**config.mk**
```make
export PLATFORM = sky130hd
export DESIGN_NAME = ski_step_sequencer
export DESIGN_NICKNAME = d
export VERILOG_FILES = /design/src/rtl/ski_step_sequencer.sv
export SDC_FILE = /design/constraint.sdc
export NUM_CORES = 1
export LEC_CHECK = 0
export ABC_CLOCK_PERIOD_IN_PS = 5100
export CAP_MARGIN = 20
export CORE_AREA = 2 2 459 461
export CTS_BUF_LIST = sky130_fd_sc_hd__clkbuf_8
export DETAILED_ROUTE_END_ITERATION = 10
export DIE_AREA = 0 0 461 463
export SYNTH_ARGS = -nofsm -noshare
export SYNTH_HDL_FRONTEND = slang
export SYNTH_SLANG_ARGS = --single-unit
```
**constraint.sdc**
```tcl
create_clock -name system1000 -period 5.1 [get_ports system1000]
set_input_delay 1.02 -clock system1000 [delete_from_list [all_inputs] [get_ports system1000]]
set_output_delay 1.02 -clock system1000 [all_outputs]
set_load 0.005 [all_outputs]
```
**src/rtl/ski_step_sequencer.sv**
```systemverilog
// Sequencer around the combinational SKI reduction step.
// Owns the 346-bit machine state, seeds it from a root expression and fetches
// heap nodes whenever the current expression is a pointer node. It then clocks
// one reduction step per evaluation cycle until the step function halts, the
// step budget runs out, or software aborts the run.
module ski_step_sequencer #(
  parameter int MAX_STEPS = 1048576,
  parameter int ADDR_W    = 30,
  parameter int CNT_W     = 32
) (
  input  logic              system1000,
  input  logic              system1000_rst,
  input  logic              start,
  input  logic              abort,
  input  logic [62:0]       root_i,
  input  logic [ADDR_W-1:0] heap_base_i,
  output logic              busy_o,
  output logic              done_o,
  output logic              err_o,
  output logic [62:0]       result_o,
  output logic [CNT_W-1:0]  steps_o,
  output logic              mem_req_o,
  output logic [ADDR_W-1:0] mem_addr_o,
  input  logic              mem_gnt_i,
  input  logic              mem_rvalid_i,
  input  logic [1:0]        mem_rkind_i,
  input  logic [125:0]      mem_rdata_i,
  output logic [345:0]      step_state_o,
  output logic [127:0]      step_mem_o,
  input  logic [345:0]      step_next_i
);

  typedef enum logic [2:0] {
    S_IDLE,
    S_EVAL,
    S_REQ,
    S_WAIT,
    S_DONE
  } seqState_t;

  localparam logic [CNT_W-1:0] Budget = CNT_W'(MAX_STEPS);
  localparam logic [CNT_W-1:0] CntOne = {{(CNT_W-1){1'b0}}, 1'b1};

  seqState_t         fsm_q;
  logic [345:0]      state_q;
  logic [127:0]      heldWord_q;
  logic              heldValid_q;
  logic              busy_q;
  logic              done_q;
  logic              err_q;
  logic [62:0]       result_q;
  logic [CNT_W-1:0]  steps_q;
  logic [CNT_W-1:0]  steps_d;
  logic              memReq_q;
  logic [ADDR_W-1:0] memAddr_q;
  logic              isHalted;
  logic              isPointer;
  logic              budgetHit;

  // Decode the machine state: halt tag, pointer node, and an exhausted budget.
  always_comb begin
    isHalted  = (state_q[345:344] == 2'b10);
    isPointer = (state_q[62:60] == 3'b011);
    budgetHit = (MAX_STEPS != 0) && (steps_q == Budget);
  end

  // The step counter sticks at all-ones rather than wrapping on very long runs.
  always_comb begin
    steps_d = (steps_q == '1) ? steps_q : steps_q + CntOne;
  end

  // Main sequencer: reset and abort take priority over the per-state behaviour.
  // done_q defaults low every cycle, so a halt produces a single-cycle pulse.
  always_ff @(posedge system1000) begin
    if (system1000_rst) begin
      fsm_q       <= S_IDLE;
      state_q     <= '0;
      heldWord_q  <= '0;
      heldValid_q <= 1'b0;
      busy_q      <= 1'b0;
      done_q      <= 1'b0;
      err_q       <= 1'b0;
      result_q    <= '0;
      steps_q     <= '0;
      memReq_q    <= 1'b0;
      memAddr_q   <= '0;
    end else begin
      done_q <= 1'b0;
      if (abort && (fsm_q != S_IDLE)) begin
        fsm_q       <= S_IDLE;
        busy_q      <= 1'b0;
        memReq_q    <= 1'b0;
        heldValid_q <= 1'b0;
        heldWord_q  <= '0;
      end else begin
        case (fsm_q)
          S_IDLE: begin
            if (start && !abort) begin
              state_q     <= {2'b00, 251'b0, heap_base_i, root_i};
              steps_q     <= '0;
              err_q       <= 1'b0;
              busy_q      <= 1'b1;
              heldValid_q <= 1'b0;
              heldWord_q  <= '0;
              fsm_q       <= S_EVAL;
            end
          end
          S_EVAL: begin
            if (isHalted) begin
              result_q <= state_q[62:0];
              done_q   <= 1'b1;
              busy_q   <= 1'b0;
              fsm_q    <= S_DONE;
            end else if (budgetHit) begin
              result_q <= state_q[62:0];
              err_q    <= 1'b1;
              busy_q   <= 1'b0;
              fsm_q    <= S_IDLE;
            end else if (isPointer && !heldValid_q) begin
              memReq_q  <= 1'b1;
              memAddr_q <= state_q[59:30];
              fsm_q     <= S_REQ;
            end else begin
              state_q     <= step_next_i;
              steps_q     <= steps_d;
              heldValid_q <= 1'b0;
              heldWord_q  <= '0;
            end
          end
          S_REQ: begin
            if (mem_gnt_i) begin
              memReq_q <= 1'b0;
              fsm_q    <= S_WAIT;
            end
          end
          S_WAIT: begin
            if (mem_rvalid_i && (mem_rkind_i != 2'b00)) begin
              heldWord_q  <= {mem_rkind_i, mem_rdata_i};
              heldValid_q <= 1'b1;
              fsm_q       <= S_EVAL;
            end
          end
          S_DONE: begin
            fsm_q <= S_IDLE;
          end
          default: begin
            fsm_q <= S_IDLE;
          end
        endcase
      end
    end
  end

  assign busy_o       = busy_q;
  assign done_o       = done_q;
  assign err_o        = err_q;
  assign result_o     = result_q;
  assign steps_o      = steps_q;
  assign mem_req_o    = memReq_q & ~abort;
  assign mem_addr_o   = memAddr_q;
  assign step_state_o = state_q;
  assign step_mem_o   = heldValid_q ? heldWord_q : 128'b0;

endmodule

```
==> run summary <==
======================================================================================
Post-CTS Repair Setup Buffers ...........................................            0
Number of placement rows ................................................          168
Power per standard cell area ............................................   307 nW/um2
Proportion of layout cells with a drive suffix above 1 ..................        5.71%
Combinational group share of total power ................................        19.9%
TritonCTS buffer count ..................................................          114
Crit path max-delay family .............................................. buffers and inverters
Max-slew headroom .......................................................        25.0%
Initial antenna violation count .........................................           64
Global-route usage over all layers ......................................        14.5%
Initial DRC count .......................................................         1886
Starting Density ........................................................        11.5%
Pre-antenna DRT Iters ...................................................            5
Final antenna-violating net count .......................................            0
Clock Sink Count ........................................................          607
CTS tree ................................................................        built
Mapped Area .............................................................    24000 um2
Sequential cell area fraction in the yosys report .......................        50.6%
Placed wire-length estimate after detailed placement ....................       129 mm
Final setup TNS .........................................................         0 ps
Slowest CP cell ......................................................... sky130_fd_sc_hd__dfxtp_4
Cell Int Power ..........................................................      8550 uW
Num ports ...............................................................         1176
Final count of negative-setup-slack endpoints ...........................            0
Post-Route WL ...........................................................       163 mm
Routed length per instance ..............................................      23.1 um
Maximum capacitance violations ..........................................            0
CP bufs+invs ............................................................            2
Root cell of the clock tree ............................................. sky130_fd_sc_hd__clkbuf_8
Number of nets in the synthesized netlist ...............................         3613
Number of synthesized flops with an enable pin ..........................            0
Worst-Skew Late Latency .................................................       910 ps
Post-Layout Cell Count ..................................................         7051
Width of the chip .......................................................       461 um
Launching element type of the critical path .............................    flip-flop
Switching share of total power ..........................................        32.4%
Post-placement cell area ................................................    38700 um2
Required @ worst endpoint ...............................................      4080 ps
Floorplan core area .....................................................   209000 um2
Layout overhead on the synthesized area .................................        71.4%
Net count reported at finish ............................................         4663
Number of synthesis warnings ............................................            0
Worst R2R Path Depth ....................................................            9
F_max ...................................................................      264 MHz
Number of global-route vias before repair ...............................        26377
Cell total after placement ..............................................         6776
Total stage count of the critical path ..................................            3
Pin count of the biggest net entering global routing ....................          187
Post-CTS resize count ...................................................            0
Post-synthesis async set-or-reset flop share ............................           0%
Overflow after GRT ......................................................            0
Highest fanout seen on the critical path ................................           48
WS Path Type ............................................................ flip-flop to primary output
Launching element of the worst setup path ...............................  heldValid_q
RePlAce Congestion ......................................................        0.941
H-tree levels ...........................................................            3
Leak pwr ................................................................    0.0135 uW
Category of the worst setup path capture point .......................... primary output
Overall die height ......................................................       463 um
Count of port buffers added during placement ............................         1175
Slowest Stage Delay on Critical Path ....................................       640 ps
Fin area ................................................................    41200 um2
Critical path data arrival time .........................................      2770 ps
Number of max-slew violations in the final report .......................            0
Post-Synthesis Cells ....................................................         3038
Via count ...............................................................        27018
Minimum setup slack among reg-to-reg paths ..............................      1490 ps
Hold Violations, Final ..................................................            0
Clock network power share ...............................................        39.6%
Worst-Margin Slew .......................................................      1130 ps
Final worst path period need ............................................      3790 ps
Unrepaired setup endpoints after global routing .........................        false
Result of the run ....................................................... finished clean
Number of storage elements in the synthesis netlist .....................          607
Per-instance average area after synthesis ...............................     7.90 um2
Worst min path class .................................................... flip-flop to flip-flop
Number of library cell types mapped by synthesis ........................           56
Die area ................................................................   213000 um2
Count of hold-fix buffers inserted at cts ...............................            0
First-pass GRT wire length ..............................................       216 mm
Worst IR drop on VDD ....................................................     0.209 mV
FF-to-FF End ............................................................ step_state_o[279]
Clock slew at the register clock pins of the worst setup and hold paths .        60 ps
Worst-case clock buffer depth ...........................................            3
Critical R2R Launch .....................................................   steps_o[1]
Critical path, cell by cell ............................................. buf_4 -> and2_1 -> clkdlybuf4s50_1
Total power .............................................................     12600 uW
Number of fillers in the final layout ...................................        23204
Per-cell via count in the routed design .................................         3.83
Number of remaining DRC errors ..........................................            0
Sequential share of power ...............................................        40.5%
Power dissipated by switching net loads .................................      4090 uW
Share of the cycle needed by the critical path after routing ............        74.4%
Top flip-flop cell by instance count after synthesis .................... sky130_fd_sc_hd__dfxtp_1
Critical path capture point ............................................. step_mem_o[3]
Worst Clk Skew ..........................................................      80.2 ps
======================================================================================
## layer usage
layer,wire length (um),GRT usage [%],vias up
li1,-,-,12616
met1,59500,15.4,12773
met2,68800,21.8,1351
met3,25800,9.61,266
met4,8530,7.64,12
met5,69,0,-
## cells by family (layout without fill, tap and decap cells)
| logic type | after synthesis | after routing | synth area share (%) |
|---|---|---|---|
| simple gates | 1463 | 1463 | 27.4 |
| fa+ha+maj | 2 | 2 | 0.104 |
| buf+inv | 292 | 1439 | 5.04 |
| other cells | 0 | 61 | 0 |
| mux | 30 | 30 | 1.25 |
| flops | 607 | 607 | 50.6 |
| compound gates | 644 | 644 | 15.6 |
## registers in the layout (all words and copies together) (netlist names)
signal        count
mem_addr_o       30
busy_o            1
fsm_q             3
memReq_q          1
err_o             1
step_state_o    346
steps_o          32
heldWord_q      128
done_o            1
result_o         63
heldValid_q       1
## worst min-delay path by stage
stage	startpoint	to	slack (ps)	depth (start not counted)
2_1_floorplan	heldWord_q[102]	heldWord_q[102]	430	2
3_3_place_gp	step_state_o[164]	step_state_o[164]	440	2
3_5_place_dp	step_state_o[276]	step_state_o[276]	440	2
4_1_cts	system1000_rst	step_state_o[193]	380	2
5_1_grt	system1000_rst	step_state_o[192]	420	2
6_report	step_state_o[276]	step_state_o[276]	450	2
## final cells by class
cell class,count,area (um2),area share (%)
antenna,61,153,0.371
clock buffer,136,1870,4.55
clock inverter,77,475,1.15
inverter,6,22.5,0.0547
multi-input combinational,2139,10700,26.0
sequential,607,12200,29.5
tap,2805,3510,8.52
timing repair buffer,1220,12300,29.8
## cells in the mapped netlist, types with 4 or more instances
| cell | instances | area share [%] |
|---|---|---|
| sky130_fd_sc_hd__a21o_1 | 4 | 0.13 |
| sky130_fd_sc_hd__a21oi_1 | 335 | 7.0 |
| sky130_fd_sc_hd__a311oi_1 | 112 | 4.1 |
| sky130_fd_sc_hd__a31oi_1 | 20 | 0.52 |
| sky130_fd_sc_hd__a41oi_1 | 8 | 0.29 |
| sky130_fd_sc_hd__and2_1 | 131 | 3.4 |
| sky130_fd_sc_hd__and3_1 | 7 | 0.18 |
| sky130_fd_sc_hd__and4_1 | 6 | 0.22 |
| sky130_fd_sc_hd__buf_1 | 15 | 0.23 |
| sky130_fd_sc_hd__buf_2 | 78 | 1.6 |
| sky130_fd_sc_hd__clkbuf_1 | 188 | 2.9 |
| sky130_fd_sc_hd__dfxtp_1 | 607 | 51 |
| sky130_fd_sc_hd__inv_1 | 5 | 0.078 |
| sky130_fd_sc_hd__mux2i_1 | 30 | 1.3 |
| sky130_fd_sc_hd__nand2_1 | 714 | 11 |
| sky130_fd_sc_hd__nand2b_1 | 5 | 0.13 |
| sky130_fd_sc_hd__nand3_1 | 397 | 8.3 |
| sky130_fd_sc_hd__nand4_1 | 13 | 0.34 |
| sky130_fd_sc_hd__nor2_1 | 142 | 2.2 |
| sky130_fd_sc_hd__nor3_1 | 15 | 0.31 |
| sky130_fd_sc_hd__nor4_1 | 8 | 0.21 |
| sky130_fd_sc_hd__o21ai_0 | 140 | 2.9 |
| sky130_fd_sc_hd__o21ai_1 | 11 | 0.23 |
## power by group through the flow
stage               registers (uW)  logic [uW]  clock network (uW)
finish                        5120        2510                5010
global route                  5140        2740                5410
CTS                           5130        2550                5210
detailed placement            5230        2540                   0
global placement              5220        2520                   0
floorplan                     5170        1040                   0
## tightest hold or removal path, stage by stage, from the launching register on
cell and delay (ps):
sky130_fd_sc_hd__dfxtp_1 310, sky130_fd_sc_hd__nand2_1 50, sky130_fd_sc_hd__a21oi_1 50
## placed cells by master (no fill, tap or decap), types with 3 or more instances in the layout
master and instances:
sky130_fd_sc_hd__buf_4 31, sky130_fd_sc_hd__buf_12 13, sky130_fd_sc_hd__nand3_1 397, sky130_fd_sc_hd__clkbuf_8 136, sky130_fd_sc_hd__o21ai_0 140, sky130_fd_sc_hd__nand2_1 714, sky130_fd_sc_hd__a311oi_1 112, sky130_fd_sc_hd__dfxtp_1 606
sky130_fd_sc_hd__clkinv_2 24, sky130_fd_sc_hd__nand2b_1 5, sky130_fd_sc_hd__o31ai_1 3, sky130_fd_sc_hd__and4_1 6, sky130_fd_sc_hd__a31oi_1 20, sky130_fd_sc_hd__inv_1 46, sky130_fd_sc_hd__o21ai_1 11, sky130_fd_sc_hd__mux2i_1 30
sky130_fd_sc_hd__diode_2 61, sky130_fd_sc_hd__inv_12 3, sky130_fd_sc_hd__a21oi_1 334, sky130_fd_sc_hd__clkdlybuf4s50_1 1174, sky130_fd_sc_hd__a41oi_1 8, sky130_fd_sc_hd__nor3_1 14, sky130_fd_sc_hd__a21o_1 3, sky130_fd_sc_hd__bufinv_16 3
sky130_fd_sc_hd__nor4_1 8, sky130_fd_sc_hd__and3_1 6, sky130_fd_sc_hd__nand4_1 13, sky130_fd_sc_hd__and2_1 131, sky130_fd_sc_hd__clkinvlp_4 3, sky130_fd_sc_hd__nor2_1 142
## metrics by stage
step	utilization [%]	setup WS, ps	hold WS, ps
2_1_floorplan	-	2460	432
3_3_place_gp	18.5	1130	437
3_5_place_dp	18.5	1030	442
4_1_cts	19.7	1180	381
5_1_grt	19.7	1120	418
6_report	19.7	1310	447
Power figures use the tool's default switching activity.
